--- src/rtl/ssd_pkg.sv ---
// Shared types and segment constants for the seven-segment scan driver.
// Segment patterns are active-low, ordered gfedcba.
package ssd_pkg;

  typedef enum logic [1:0] {
    D1 = 2'd0,
    D2 = 2'd1,
    D3 = 2'd2,
    D4 = 2'd3
  } sel_e;

  localparam int HEX_MODE = 15;
  localparam int DEC_MODE = 9;

  localparam logic [0:15][6:0] SEG_TABLE = '{
    7'b1000000, 7'b1111001, 7'b0100100, 7'b0110000,
    7'b0011001, 7'b0010010, 7'b0000010, 7'b1111000,
    7'b0000000, 7'b0010000, 7'b0001000, 7'b0000011,
    7'b1000110, 7'b0100001, 7'b0000110, 7'b0001110
  };

  localparam logic [6:0] SEG_DASH  = 7'b0111111;
  localparam logic [6:0] SEG_OFF   = 7'b1111111;
  localparam logic [3:0] ANODE_OFF = 4'b1111;

endpackage

--- src/rtl/ssd_seg_decoder.sv ---
// Combinational digit-to-segment decoder.
// Decimal mode shows a dash for values above 9.
module ssd_seg_decoder
  import ssd_pkg::*;
(
  input  logic [3:0] i_val,
  input  logic       i_hex,
  output logic [6:0] o_seg
);

  always_comb begin
    o_seg = SEG_TABLE[i_val];
    if (!i_hex && (i_val > 4'd9)) begin
      o_seg = SEG_DASH;
    end
  end

endmodule

--- src/rtl/ssd_scan_driver.sv ---
// Four-digit multiplexed seven-segment driver with frame snapshot.
// Define SSD_LEADING_ZERO_BLANK_EN to blank leading zero digits.
module ssd_scan_driver
  import ssd_pkg::*;
#(
  parameter int c_HEX_DEC     = 9,
  parameter int c_REFRESH_DIV = 100000
) (
  input  logic       i_CLK,
  input  logic       i_RST_N,
  input  logic [3:0] i_Digit_1_val,
  input  logic [3:0] i_Digit_2_val,
  input  logic [3:0] i_Digit_3_val,
  input  logic [3:0] i_Digit_4_val,
  input  logic [3:0] i_DP,
  input  logic       i_Blank,
  output logic [3:0] o_Anode,
  output logic [6:0] o_Cathode,
  output logic       o_DP
);

  localparam int PW = (c_REFRESH_DIV > 2) ? $clog2(c_REFRESH_DIV) : 1;
  localparam logic [PW-1:0] PRESC_LAST = PW'(c_REFRESH_DIV - 1);

  logic [PW-1:0] presc_q, presc_d;
  sel_e          sel_q, sel_d;
  logic [3:0]    d1_q, d1_d, d2_q, d2_d;
  logic [3:0]    d3_q, d3_d, d4_q, d4_d;
  logic [3:0]    dps_q, dps_d;
  logic [3:0]    anode_q, anode_d;
  logic [6:0]    cath_q, cath_d;
  logic          dp_q, dp_d;

  logic [3:0] cur_val;
  logic       cur_dp;
  logic [3:0] cur_an;
  logic       lz_blank;
  logic [6:0] seg;

  always_comb begin
    presc_d = presc_q + PW'(1);
    sel_d   = sel_q;
    if (presc_q == PRESC_LAST) begin
      presc_d = '0;
      unique case (sel_q)
        D1: sel_d = D2;
        D2: sel_d = D3;
        D3: sel_d = D4;
        D4: sel_d = D1;
      endcase
    end
  end

  always_comb begin
    d1_d  = d1_q;
    d2_d  = d2_q;
    d3_d  = d3_q;
    d4_d  = d4_q;
    dps_d = dps_q;
    if ((presc_q == '0) && (sel_q == D1)) begin
      d1_d  = i_Digit_1_val;
      d2_d  = i_Digit_2_val;
      d3_d  = i_Digit_3_val;
      d4_d  = i_Digit_4_val;
      dps_d = i_DP;
    end
  end

  // Decode from the snapshot as it stands after this edge's load so the
  // first D1 slot of a frame already shows the freshly captured value.
  always_comb begin
    cur_val = d1_d;
    cur_dp  = dps_d[3];
    cur_an  = 4'b0111;
    unique case (sel_q)
      D1: begin
        cur_val = d1_d;
        cur_dp  = dps_d[3];
        cur_an  = 4'b0111;
      end
      D2: begin
        cur_val = d2_d;
        cur_dp  = dps_d[2];
        cur_an  = 4'b1011;
      end
      D3: begin
        cur_val = d3_d;
        cur_dp  = dps_d[1];
        cur_an  = 4'b1101;
      end
      D4: begin
        cur_val = d4_d;
        cur_dp  = dps_d[0];
        cur_an  = 4'b1110;
      end
    endcase
  end

`ifdef SSD_LEADING_ZERO_BLANK_EN
  always_comb begin
    lz_blank = 1'b0;
    unique case (sel_q)
      D1: lz_blank = (d1_d == 4'd0);
      D2: lz_blank = (d1_d == 4'd0) && (d2_d == 4'd0);
      D3: lz_blank = (d1_d == 4'd0) && (d2_d == 4'd0)
                  && (d3_d == 4'd0);
      D4: lz_blank = 1'b0;
    endcase
  end
`else
  always_comb begin
    lz_blank = 1'b0;
  end
`endif

  ssd_seg_decoder u_dec (
    .i_val (cur_val),
    .i_hex (c_HEX_DEC == HEX_MODE),
    .o_seg (seg)
  );

  always_comb begin
    anode_d = cur_an;
    if (i_Blank || lz_blank) begin
      anode_d = ANODE_OFF;
    end
    cath_d = seg;
    dp_d   = ~cur_dp;
  end

  always_ff @(posedge i_CLK) begin
    if (!i_RST_N) begin
      presc_q <= '0;
      sel_q   <= D1;
      d1_q    <= '0;
      d2_q    <= '0;
      d3_q    <= '0;
      d4_q    <= '0;
      dps_q   <= '0;
      anode_q <= ANODE_OFF;
      cath_q  <= SEG_OFF;
      dp_q    <= 1'b1;
    end else begin
      presc_q <= presc_d;
      sel_q   <= sel_d;
      d1_q    <= d1_d;
      d2_q    <= d2_d;
      d3_q    <= d3_d;
      d4_q    <= d4_d;
      dps_q   <= dps_d;
      anode_q <= anode_d;
      cath_q  <= cath_d;
      dp_q    <= dp_d;
    end
  end

  assign o_Anode   = anode_q;
  assign o_Cathode = cath_q;
  assign o_DP      = dp_q;

endmodule

--- config.mk ---
export PLATFORM = sky130hd
export DESIGN_NAME = ssd_scan_driver
export DESIGN_NICKNAME = d
export VERILOG_FILES = /design/src/rtl/ssd_pkg.sv /design/src/rtl/ssd_seg_decoder.sv /design/src/rtl/ssd_scan_driver.sv
export SDC_FILE = /design/constraint.sdc
export NUM_CORES = 1
export LEC_CHECK = 0
export ABC_AREA = 1
export ABC_CLOCK_PERIOD_IN_PS = 2450
export CORE_MARGIN = 1.5
export CORE_UTILIZATION = 50
export CTS_BUF_LIST = sky130_fd_sc_hd__clkbuf_16
export DETAILED_ROUTE_END_ITERATION = 8
export DONT_BUFFER_PORTS = 1
export GPL_TIMING_DRIVEN = 1
export PLACE_DENSITY = 0.76
export SYNTH_ARGS = -nofsm -noshare
export SYNTH_HDL_FRONTEND = slang
export SYNTH_SLANG_ARGS = --single-unit
--- constraint.sdc ---
create_clock -name i_CLK -period 2.45 [get_ports i_CLK]
set_input_delay 0.6125 -clock i_CLK [delete_from_list [all_inputs] [get_ports i_CLK]]
set_output_delay 0.6125 -clock i_CLK [all_outputs]
set_load 0.01 [all_outputs]
**Yosys cells after proc, flatten, opt, wreduce, memory -nomap -nowiden**

Memory sizes are Yosys's and may differ from the RTL's.
Index checks and enable logic that the tools add are counted.
W data, S select, Z words.

- Add/sub/neg operators: 1
- $mul: 0
- Divide/modulo/power cells: 0
- Magnitude comparators: 2
- Eq/ne operators: 4
- Shift operators: 0
- Mux-type cells: 12
- Bitwise gates (word level): 3
- Reduce and logical (&&, ||, !) cells: 6

Operators by type and width:

| cell | count |
|---|---|
| $pmux W4 S4 | 2 |
| $mux W7 | 3 |
| $mux W4 | 5 |
| $add A17 B1 Y17 const B | 1 |
| $eq A17 B17 Y1 const B | 1 |
| $logic_not A17 Y1 | 1 |
| $pmux W2 S4 | 1 |
| $reduce_or A2 Y1 | 3 |
| $ge A5 B5 Y1 const B | 1 |
| $not A4 Y5 | 1 |
| $eq A2 B2 Y1 const B | 2 |
| $gt A4 B4 Y1 const B | 1 |
| $pmux W1 S4 | 1 |
| $eq A2 B1 Y1 const B | 1 |
| $logic_not A2 Y1 | 1 |
| $not A1 Y1 | 2 |
| $logic_and A1 B1 Y1 | 1 |

- Register bits: 51
- Latch bits: 0
- RAM bits: 0
- Bits in read-only memories: 112
- Input port bits: 23
- Output and inout bits: 12
- Word-level logic and storage cells: 40
- Memories kept: 1

Memories:

| name | depth | width | read ports | clocked after Yosys merged registers in | write ports | line | text |
|---|---|---|---|---|---|---|---|
| (name not given) | 16 | 7 | 1 | 0 | 0 | ssd_seg_decoder.sv:12 | `o_seg = SEG_TABLE[i_val];` |

**Longest topological paths before layout**

Gate-level depths: netlist of the first run.

- Depth in word-level cells: 9
- Depth in mapped cells: 19
- Depth with buffers taken out: 17

**By module**

From an unflattened synthesis of the first run, not the netlist that was laid out.

- Cells, all modules: 408
- Area, all modules: 2864.0 sq um

Modules (own cells, without submodules):

| module | times used | cells an instance | area each (sq um) | seq. area each (sq um) |
|---|---|---|---|---|
| ssd_scan_driver | 1 | 350 | 2494.9 | 1021.0 |
| ssd_seg_decoder | 1 | 58 | 369.1 | 0.0 |

**Least setup slack after synthesis of the first run**

No wires, ideal clock.

- Path kind: reg2reg
- Start point: register sel_q[0]
- End point: register cath_q[0], in the netlist o_Cathode[0]
- Library setup time: 0.127 ns
- Arrival: 2.232 ns
- Setup slack: 0.090 ns
- Stages on the path, launching flop included: 18
- Buffers on the path: 2
- Clock period less this slack: 2.360 ns
- Cells stage by stage: dfxtp_1 -> inv_1 -> ha_1 -> nand2_2 -> nor2_4 -> nand3_2 -> buf_6 -> buf_12 -> nand2_4 -> nand3_1 -> nand2_2 -> nor2_2 -> nor2_4 -> ha_1 -> or2_2 -> nand3_1 -> a21oi_4 -> nand3_1

- Word-level cells in the longest chain between the ends: 8

Ends and longest elaborated chain:

| what | line | text |
|---|---|---|
| start: declaration | ssd_scan_driver.sv:26 | `sel_e sel_q, sel_d;` |
| start signal: assignment | ssd_scan_driver.sv:145 | `sel_q <= sel_d;` |
| $logic_not A2 Y1 | ssd_scan_driver.sv:60, ssd_scan_driver.sv:75 |  |
| $logic_and A1 B1 Y1 | ssd_scan_driver.sv:60 | `if ((presc_q == '0) && (sel_q == D1)) begin` |
| $mux W4 | ssd_scan_driver.sv:60 |  |
| $pmux W4 S4 * | ssd_scan_driver.sv:75 | `unique case (sel_q)` |
| $not A4 Y5 (not written as such) | ssd_seg_decoder.sv:12 |  |
| $mem_v2 Z16 W7 | -- |  |
| $mux W7 (not written as such) (2 in a row) | ssd_seg_decoder.sv:12 |  |
| end signal: assignment | ssd_scan_driver.sv:152 | `cath_q <= cath_d;` |
| end: declaration | ssd_scan_driver.sv:31 | `logic [6:0] cath_q, cath_d;` |

Mark *: on every way between the ends. The rest lies on a longest branch, timed or not. The select of a mux whose other input is x is not followed.
A chain may end at the register's enable or synchronous reset.

**Final worst setup path of the first run**

- Start point: register presc_q[1]
- End point: register cath_q[4], in the netlist o_Cathode[4]

- Word-level cells in the longest chain between the ends: 8

Ends and longest elaborated chain:

| what | line | text |
|---|---|---|
| start: declaration | ssd_scan_driver.sv:25 | `logic [PW-1:0] presc_q, presc_d;` |
| start signal: assignment | ssd_scan_driver.sv:144 | `presc_q <= presc_d;` |
| $logic_not A17 Y1 * | ssd_scan_driver.sv:60 |  |
| $logic_and A1 B1 Y1 * | ssd_scan_driver.sv:60 |  |
| $mux W4 | ssd_scan_driver.sv:60 |  |
| $pmux W4 S4 * | ssd_scan_driver.sv:75 |  |
| $not A4 Y5 (not written as such) | ssd_seg_decoder.sv:12 |  |
| $mem_v2 Z16 W7 | -- |  |
| $mux W7 (not written as such) (2 in a row) | ssd_seg_decoder.sv:12 |  |

Marked as above.

==> results of run 1 <==
-- placed cells by master, fill, tap and decap left out, types with 2 or more instances in the layout --
master     Yosys  routed
xor2_1         3       3
nand3_4        0       2
buf_4          2      21
nand2_1       87      83
ha_4           0       3
nand3_2        2       6
nand4_1       16      16
inv_2          3       7
nand3_1       32      26
nor4_1         3       3
nor3b_1        6       6
o21ai_4        1       2
o21ai_0        4       4
nor2_2         7       6
buf_6          3       4
dfxtp_2        0       2
ha_1          15      12
clkbuf_16      0       6
nand3b_1       3       3
nand2_2       11      14
dfxtp_1       51      49
nor2_1        34      33
inv_1         50      46
nor3_1         5       5
a21oi_1       14      14
nor3_2         2       2
nor2_4         5       7
nand2_4        5       6
-- kinds of logic (layout without fill, tap and decap cells) --
family,count (synthesis),count (layout),synth area share
AOI/OAI and AO/OA,28,28,0.0687
xor gates and xnor gates,3,3,0.00918
adders and majority gates,15,15,0.0656
buffers and inverters,64,89,0.101
DFF,51,51,0.357
muxes,1,1,0.00350
and+or+nand+nor,222,222,0.395
-- timing repair --
item / CTS / global route
setup buffers: 1 / 6
hold buffers: 0 / 0
resized for setup: 4 / 31
cloned: 0 / 1
endpoints found under the setup margin: 6 / 6
pin swaps: 3 / 16
-- synth_stat cells (all sizes together) --
library cell  instances  share of area
nand2               103           0.16
inv                  54          0.072
dfxtp                51           0.36
nor2                 46          0.080
nand3                34          0.063
nand4                17          0.042
a21oi                15          0.030
ha                   15          0.066
o21ai                 8          0.021
buf                   7          0.025
nor3                  7          0.016
nor3b                 6          0.016
clkbuf                3         0.0039
nand3b                3         0.0079
nor4                  3         0.0066
or2                   3         0.0066
xor2                  3         0.0092
a211oi                1         0.0026
a21boi                1         0.0039
a31oi                 1         0.0022
mux2i                 1         0.0035
o211ai                1         0.0026
o21bai                1         0.0066
-- final timing paths --
| kind | to | depth (start not counted) | slack [ps] | start |
|---|---|---|---|---|
| max reg2reg | o_Cathode[4] | 16 | 60 | presc_q[1] |
| max | o_Cathode[4] | 16 | 60 | presc_q[1] |
| min | o_Cathode[6] | 1 | 410 | i_RST_N |
| min reg2reg | dps_q[0] | 2 | 480 | dps_q[0] |
-- sequential cells by signal, indices dropped and copies added (netlist names) --
| signal | cells |
|---|---|
| d2_q | 4 |
| d1_q | 4 |
| o_Anode | 4 |
| presc_q | 17 |
| dps_q | 4 |
| o_Cathode | 7 |
| o_DP | 1 |
| d3_q | 4 |
| sel_q | 2 |
| d4_q | 4 |
-- routing by layer --
layer,GRT usage,up-vias
li1,-,1271
met1,0.239,1130
met2,0.377,67
met3,0.0570,8
met4,0.0750,0
met5,0,-
-- per-stage QoR --
| step | TNS, ps | worst slack (ps) |
|---|---|---|
| floorplan | 0 | 90.4 |
| global placement | 0 | 88.9 |
| detailed placement | 0 | 18.4 |
| CTS | 0 | 7.04 |
| global route | -453 | -90.5 |
| finish | 0 | 57.2 |
-- report_power, final --
| part | internal, uW | switching (uW) |
|---|---|---|
| sequential | 896 | 36.4 |
| combinational | 208 | 275 |
| clock | 482 | 308 |
-- area by class of cell --
cell class	count	share of cell area
well taps	72	0.0264
multi-input cells	269	0.492
clock inverters	3	0.0128
flip-flops and latches	51	0.300
repair buffers	27	0.0726
clock buffers	5	0.0366
inverters	54	0.0601
==> results.sh, run 1 <==
export IMPL_dpl_cell_count=465
export IMPL_final_hold_viol_count=0
export IMPL_vias=2476
export IMPL_cts_num_sinks=51
export IMPL_grt_ovfl_total=0
export IMPL_met3_length_um=284
export IMPL_finalSetupViolations=0
export IMPL_finalCriticalPeriod_ps=2390
export IMPL_cts_tree="done"
export IMPL_grt_pass1_wl_um=10400
export IMPL_place_area_um2=3020
export IMPL_grt_util_all_layers=0.211
export IMPL_peakVddDrop_mv=0.385
export IMPL_slew_viol_final=0
export IMPL_grt_pass1_vias=2452
export IMPL_antenna_left=0
export IMPL_critPathLaunchType="flop"
export IMPL_crit_arrival_ps=2570
export IMPL_worst_setup_path_end_kind="flop"
export IMPL_met2_length_um=3220
export IMPL_crit_chain="inv_2, ha_4, inv_2, nor2_4, nand2_2, nor2_4, buf_6, nand4_1, nand3_1, nand2_2, o21ai_4, ha_4, or2_4, nand3_4, a21oi_4, nand3_2"
export IMPL_io_buffers=0
export IMPL_grt_max_degree=25
export IMPL_ctsRootBufferMaster="clkbuf_16"
export IMPL_n_antenna_cell=0
export IMPL_highest_layer="met4"
export IMPL_fin_util=0.620
export IMPL_clk_latency_ps=290
export IMPL_syn_nets=422
export IMPL_synth_cell_types=40
export IMPL_hold_slack_ps=413
export IMPL_p_leak_uw=0.00154
export IMPL_io_pin_count=35
export IMPL_synth_cells=384
export IMPL_status="complete, no violations"
export IMPL_drive_gt1_frac=0.244
export IMPL_timing_critical_path_buf_inv=3
export IMPL_yosysWarningCount=0
export IMPL_clock_skew_ps=9.93
export IMPL_drt_iter0_drc=159
export IMPL_worstPathRequired_ps=2630
export IMPL_rsz0062_at_grt="true"
export IMPL_fp_coreArea_um2=5510
export IMPL_die_area_um2=6190
export IMPL_cts_buffers=5
export IMPL_synth_area_um2=2860
export IMPL_dieHeight_um=78.7
export IMPL_start_util=0.520
export IMPL_fmax_mhz=418
export IMPL_power_density_nw_per_um2=646
export IMPL_die_w_um=78.7
export IMPL_ys_seq_elements=51
export IMPL_num_rows=27
export IMPL_area_growth_pct=19.3
export IMPL_drtPass1Iterations=5
export IMPL_wl_met1_um=2720
export IMPL_crit_path_max_incr_delay_ps=320
export IMPL_fillers=460
export IMPL_post_route_period_util=0.977
export IMPL_yosysSeqAreaShare=0.357
export IMPL_hold_path_class="input pin to flop"
export IMPL_syn_area_per_cell_um2=7.45
export IMPL_critical_path_peak_fanout=7
export IMPL_place_congestion=0.954
export IMPL_cap_violations=0
export IMPL_finalNonFillerCells=481
export IMPL_postLayoutCellArea_um2=3410
export IMPL_drt_total_wl_um=6310
export IMPL_hpwl_um=4380
export IMPL_slowest_stage="dfxtp_2"
export IMPL_worstMarginPinSlew_ps=808
export IMPL_max_slew_margin=0.461
export IMPL_path_clk_slew_ps=70
export IMPL_wl_per_cell_um=13.1
export IMPL_avgViaCountPerCell=5.15
export IMPL_crit_type="flop to flop"
export IMPL_multi_input_area_um2=1680
export IMPL_drc=0
export IMPL_path_delay_family="simple AND/OR/NAND/NOR gates"
export IMPL_regArea_um2=1020
export IMPL_total_power_uw=2210
export IMPL_antenna_found_initial=0
export IMPL_clockBufferDepth=2
export IMPL_htreeDepth=2
export IMPL_final_nets=446
(Power assumes the default switching activity.)
==> inputs of run 2 (changes only) <==
PLACE_DENSITY = unset   (was 0.76)
PLACE_DENSITY_LB_ADDON = 0.15   (was unset)
==> run 2 against run 1 <==
- via count down 3.6%
- hold slack better by 12 ps
- register-to-register slack worse by 50 ps
- largest cell class unchanged
==> results.sh, run 2 (same netlist as run 1, synthesis figures left out) <==
export IMPL_worstMarginPinSlew_ps=852
export IMPL_cts_tree="done"
export IMPL_drt_total_wl_um=5970
export IMPL_slew_viol_final=0
export IMPL_hpwl_um=4410
export IMPL_grt_ovfl_total=0
export IMPL_drive_gt1_frac=0.233
export IMPL_worstPathRequired_ps=2620
export IMPL_pwr_share_comb=0.215
export IMPL_total_power_uw=2150
export IMPL_power_switching_uw=584
export IMPL_multi_input_area_um2=1650
export IMPL_final_nets=446
export IMPL_crit_arrival_ps=2610
export IMPL_largest_register_ffs=17
export IMPL_wl_per_cell_um=12.4
export IMPL_die_area_um2=6190
export IMPL_final_hold_viol_count=0
export IMPL_max_flop_register="presc_q"
export IMPL_dieHeight_um=78.7
export IMPL_postLayoutCellArea_um2=3360
export IMPL_place_area_um2=3030
export IMPL_num_rows=27
export IMPL_final_cell_mix="85 x nand2_1, 49 x dfxtp_1, 48 x inv_1"
export IMPL_fp_coreArea_um2=5510
export IMPL_n_antenna_cell=0
export IMPL_die_w_um=78.7
export IMPL_clockBufferDepth=2
export IMPL_avgViaCountPerCell=4.97
export IMPL_grt_pass1_wl_um=10100
export IMPL_path_clk_slew_ps=60
export IMPL_cts_hold_buffers=0
export IMPL_drt_iter0_drc=66
export IMPL_worst_setup_path_end_kind="flop"
export IMPL_cap_violations=0
export IMPL_clk_latency_ps=290
export IMPL_p_leak_uw=0.00153
export IMPL_seqPwrFrac=0.433
export IMPL_setup_ws_ps=4.28
export IMPL_critPathLaunchType="flop"
export IMPL_vias=2387
export IMPL_grt_max_degree=25
export IMPL_hold_path_class="input pin to flop"
export IMPL_io_buffers=0
export IMPL_fillers=488
export IMPL_dpl_cell_count=467
export IMPL_status="complete, no violations"
export IMPL_fmax_mhz=409
export IMPL_max_slew_margin=0.432
export IMPL_post_route_period_util=0.998
export IMPL_grt_util_all_layers=0.207
export IMPL_ctsRootBufferMaster="clkbuf_16"
export IMPL_critical_path_peak_fanout=6
export IMPL_power_frac_clock=0.352
export IMPL_rsz0062_at_grt="true"
export IMPL_io_pin_count=35
export IMPL_layout_commonest_cell="nand2_1"
export IMPL_peakVddDrop_mv=0.278
export IMPL_drtPass1Iterations=4
export IMPL_finalNonFillerCells=480
export IMPL_drc=0
export IMPL_antenna_left=0
export IMPL_cts_buffers=5
export IMPL_p_int_uw=1570
export IMPL_area_growth_pct=17.5
export IMPL_start_util=0.520
export IMPL_cts_num_sinks=51
export IMPL_place_congestion=0.859
export IMPL_grt_pass1_vias=2378
export IMPL_antenna_found_initial=0
export IMPL_power_density_nw_per_um2=639
export IMPL_hold_slack_ps=424
export IMPL_netSwitchingFraction=0.272
export IMPL_htreeDepth=2
export IMPL_finalSetupViolations=0
export IMPL_regArea_um2=1020
export IMPL_finalCriticalPeriod_ps=2450
export IMPL_crit_type="flop to flop"
export IMPL_clock_skew_ps=5.29
export IMPL_pre_cts_ws_ps=-14.9
[run 2: critical path, stage by stage, from the launching register on]
cell	delay (ps)
dfxtp_2	320
inv_2	60
ha_4	120
inv_2	30
nor2_2	110
nand2_2	70
nor2_4	180
buf_8	140
nand4_1	100
nand3_1	110
nand2_2	90
o21ai_4	240
ha_2	230
or2_4	120
nand3_4	80
a21oi_4	230
nand3_1	100
[run 2: worst paths after layout]
check                  start      endpoint  slack (ps)  cells after the start
setup / recovery  presc_q[1]  o_Cathode[0]           4                     16
hold / removal       i_RST_N  o_Cathode[6]         420                      1
setup reg to reg  presc_q[1]  o_Cathode[0]           4                     16
hold reg to reg     dps_q[2]      dps_q[2]         480                      2
[run 2: power groups by stage]
| stage | Combinational (uW) | Sequential [uW] | Clock (uW) |
|---|---|---|---|
| 6_report | 462 | 932 | 757 |
| 5_1_grt | 522 | 937 | 803 |
| 4_1_cts | 395 | 932 | 778 |
| 3_5_place_dp | 388 | 950 | 0 |
| 3_3_place_gp | 385 | 948 | 0 |
| 2_1_floorplan | 316 | 944 | 0 |
[run 2: timing repair]
action | CTS | global route
pin swaps | 0 | 17
buffers inserted | 0 | 5
setup endpoints to repair | 6 | 6
cloned | 0 | 1
resized for setup | 3 | 26
[run 2: cell type report]
type / instances / share of cell area
Inverter: 54 / 0.0610
Sequential cell: 51 / 0.304
Multi-Input combinational cell: 269 / 0.490
Clock buffer: 5 / 0.0372
Clock inverter: 2 / 0.0100
Timing Repair Buffer: 27 / 0.0711
Tap cell: 72 / 0.0268
[run 2: metal layers]
| metal | up-vias | routed length (um) | GRT usage |
|---|---|---|---|
| met1 | 1082 | 2610 | 0.224 |
| met4 | 0 | 89 | 0.0714 |
| met3 | 9 | 147 | 0.0419 |
| met2 | 29 | 3130 | 0.393 |
| li1 | 1267 | - | - |
| met5 | - | 0 | 0 |
[run 2: per-stage QoR]
stage,util,setup TNS [ps]
after floorplan,-,0
after global placement,0.549,0
after detailed placement,0.549,-14.9
after CTS,0.582,0
after global routing,0.611,-700
final,0.611,0
==> inputs of run 3 (changes only) <==
ABC_AREA = 0   (was 1)
SYNTH_HIERARCHICAL = 1   (was unset)
==> run 3 against run 2 <==
- die area decreased by 14%
- combinational power is 27% higher
- clock skew rose by 3.1 ps
- wire length decreased by 5.5%
- synthesized cell count is 34% lower
- the flow now finishes with violations (setup timing)
- worst setup slack got worse by 440 ps
- cell count fell by 19%
- clock power shrank 9.6%
==> results.sh, run 3 <==
export IMPL_synthTopCellsByCount="51 x dfxtp_1, 34 x nor2_1, 19 x mux2i_1"
export IMPL_grt_max_degree=26
export IMPL_critical_path_peak_fanout=4
export IMPL_cts_num_sinks=51
export IMPL_final_cell_mix="56 x buf_4, 47 x dfxtp_1, 33 x nor2_1"
export IMPL_path_clk_slew_ps=70
export IMPL_critPathLaunchType="flop"
export IMPL_place_congestion=0.859
export IMPL_clockBufferDepth=2
export IMPL_io_pin_count=35
export IMPL_avgViaCountPerCell=4.97
export IMPL_synth_cells=254
export IMPL_pwr_share_comb=0.267
export IMPL_drt_iter0_drc=89
export IMPL_netlist_area_leader_share=0.415
export IMPL_final_hold_viol_count=0
export IMPL_setup_tns_ps=-2180
export IMPL_rsz0062_at_grt="true"
export IMPL_clk_latency_ps=290
export IMPL_drive_gt1_frac=0.382
export IMPL_yosysSeqAreaShare=0.415
export IMPL_slowest_stage="mux4_2"
export IMPL_crit_arrival_ps=3060
export IMPL_vias=1933
export IMPL_seqPwrFrac=0.421
export IMPL_syn_nets=294
export IMPL_start_util=0.521
export IMPL_finalCriticalPeriod_ps=2880
export IMPL_worst_setup_path_end_kind="flop"
export IMPL_ctsRootBufferMaster="clkbuf_16"
export IMPL_finalSetupViolations=7
export IMPL_wl_per_cell_um=14.5
export IMPL_antenna_found_initial=0
export IMPL_cts_tree="done"
export IMPL_r2r_slack_ps=-430
export IMPL_grt_ovfl_total=0
export IMPL_synth_area_um2=2460
export IMPL_layout_commonest_cell="buf_4"
export IMPL_clock_skew_ps=8.37
export IMPL_max_flop_register="presc_q"
export IMPL_netSwitchingFraction=0.267
export IMPL_htreeDepth=2
export IMPL_grt_util_all_layers=0.212
export IMPL_async_flop_share=0
export IMPL_synth_cell_types=45
export IMPL_final_nets=361
export IMPL_worstPathRequired_ps=2630
export IMPL_synth_top_area_cell="dfxtp_1"
export IMPL_synthFlopType="dfxtp_1"
export IMPL_hpwl_um=3610
export IMPL_syn_area_per_cell_um2=9.68
export IMPL_grt_pass1_vias=1903
export IMPL_drtPass1Iterations=4
export IMPL_crit_chain="nor4_2, nand4_1, nor2_4, clkbuf_16, mux2_4, o2bb2ai_2, a2bb2oi_4, inv_4, ha_4, inv_2, mux4_2, nand2b_4, nand2b_4"
export IMPL_crit_path_max_incr_delay_ps=440
export IMPL_total_power_uw=2190
export IMPL_netlist_top_cells_area="dfxtp_1 42%, ha_1 8.7%, mux2i_1 7.7%"
export IMPL_fmax_mhz=347
export IMPL_synth_edff_count=0
export IMPL_p_int_uw=1610
export IMPL_drc=0
export IMPL_path_common_cell="nand2b_4"
export IMPL_peakVddDrop_mv=0.393
export IMPL_ys_seq_elements=51
export IMPL_p_leak_uw=0.00147
export IMPL_drt_total_wl_um=5650
export IMPL_die_area_um2=5350
export IMPL_die_w_um=73.1
export IMPL_largest_register_ffs=17
export IMPL_num_rows=25
export IMPL_yosysMostFrequentCell="dfxtp_1"
export IMPL_antenna_left=0
export IMPL_post_route_period_util=1.18
export IMPL_cts_buffers=5
export IMPL_n_antenna_cell=0
export IMPL_violations="setup timing"
export IMPL_setup_ws_ps=-432
export IMPL_dieHeight_um=73.1
export IMPL_crit_type="flop to flop"
export IMPL_io_buffers=0
export IMPL_power_density_nw_per_um2=640
export IMPL_power_frac_clock=0.312
export IMPL_fp_coreArea_um2=4720
export IMPL_slew_viol_final=0
export IMPL_cap_violations=0
export IMPL_area_growth_pct=39.5
export IMPL_hold_path_class="input pin to flop"
export IMPL_yosysWarningCount=6
export IMPL_status="complete, but fails checks"
export IMPL_power_switching_uw=586
export IMPL_postLayoutCellArea_um2=3430
export IMPL_place_area_um2=2870
export IMPL_grt_pass1_wl_um=8690
-- run 3: cell types whose count changed in the layout (fill, tap and decap cells not counted), moves of 7 or more --
| cell | before | now |
|---|---|---|
| nor2_2 | 8 | 1 |
| buf_4 | 22 | 56 |
| mux2i_1 | 1 | 17 |
| a21oi_1 | 14 | 0 |
| inv_1 | 48 | 10 |
| nand2_2 | 12 | 3 |
| xnor2_1 | 0 | 7 |
| nand3_1 | 26 | 7 |
| nand2_1 | 85 | 15 |
| nand4_1 | 16 | 4 |
| nor2b_1 | 0 | 8 |
| nand2b_1 | 0 | 7 |
-- run 3: stage by stage --
| step | setup WS (ps) | instances | util | hold slack (ps) |
|---|---|---|---|---|
| floorplan | -401 | 254 | - | 450 |
| global placement | -438 | 363 | 0.608 | 476 |
| detailed placement | -517 | 363 | 0.608 | 485 |
| CTS | -371 | 379 | 0.664 | 393 |
| global route | -540 | 389 | 0.726 | 395 |
| finish | -432 | 389 | 0.726 | 404 |
-- run 3: layout make-up --
type	instances	area (um2)
clock buffers	5	125
clock inverters	3	20.0
fillers	333	1290
inverters	14	55.1
multi-input cells	182	1560
flip-flops and latches	51	1030
well taps	67	83.8
repair buffers	67	564
-- run 3: routing by layer --
layer  GRT usage  part of all wire  wire length (um)
met1       0.257              0.46              2610
met2       0.363              0.49              2780
met3      0.0566             0.029               161
met4      0.0692             0.016                91
met5           0                 0                 0
-- run 3: cell families (layout without fill, tap and decap cells) --
group	Yosys count	in the layout	share of synthesized area
AO/OA/AOI/OAI	24	24	0.0738
XOR/XNOR	15	15	0.0534
AND/OR/NAND/NOR	98	98	0.206
buffers and inverters	21	89	0.0453
adder cells (fa/ha/maj)	17	17	0.0865
flip-flops	51	51	0.415
other	1	1	0.00153
multiplexers	27	27	0.119
-- run 3: power by group through the flow --
stage / logic [uW] / clock network [uW] / registers, uW
after floorplan: 270 / 0 / 937
after global placement: 379 / 0 / 941
after detailed placement: 386 / 0 / 942
after CTS: 442 / 698 / 923
after global routing: 629 / 735 / 930
final: 586 / 684 / 924
-- run 3: worst max-delay path: cells and delay by family, from the launching register on --
family                     cells  cell delay (ps)
adders and majority gates      1              150
AOI/OAI and AO/OA              2              340
and+or+nand+nor                5              910
buffers and inverters          3              300
muxes                          2              740
DFF                            1              330
-- run 3: worst paths after layout --
kind,startpoint,end,depth (start not counted)
max reg2reg,presc_q[9],o_Cathode[3],13
min,i_RST_N,o_Cathode[4],1
min reg2reg,dps_q[1],dps_q[1],2
max,presc_q[9],o_Cathode[3],13
-- run 3: timing repair --
item | 4_1_cts | 5_1_grt
hold buffers | 0 | 0
pin swaps | 6 | 16
gates resized for setup | 10 | 42
setup endpoints to repair | 7 | 7
cloned | 0 | 2
buffers inserted | 8 | 9
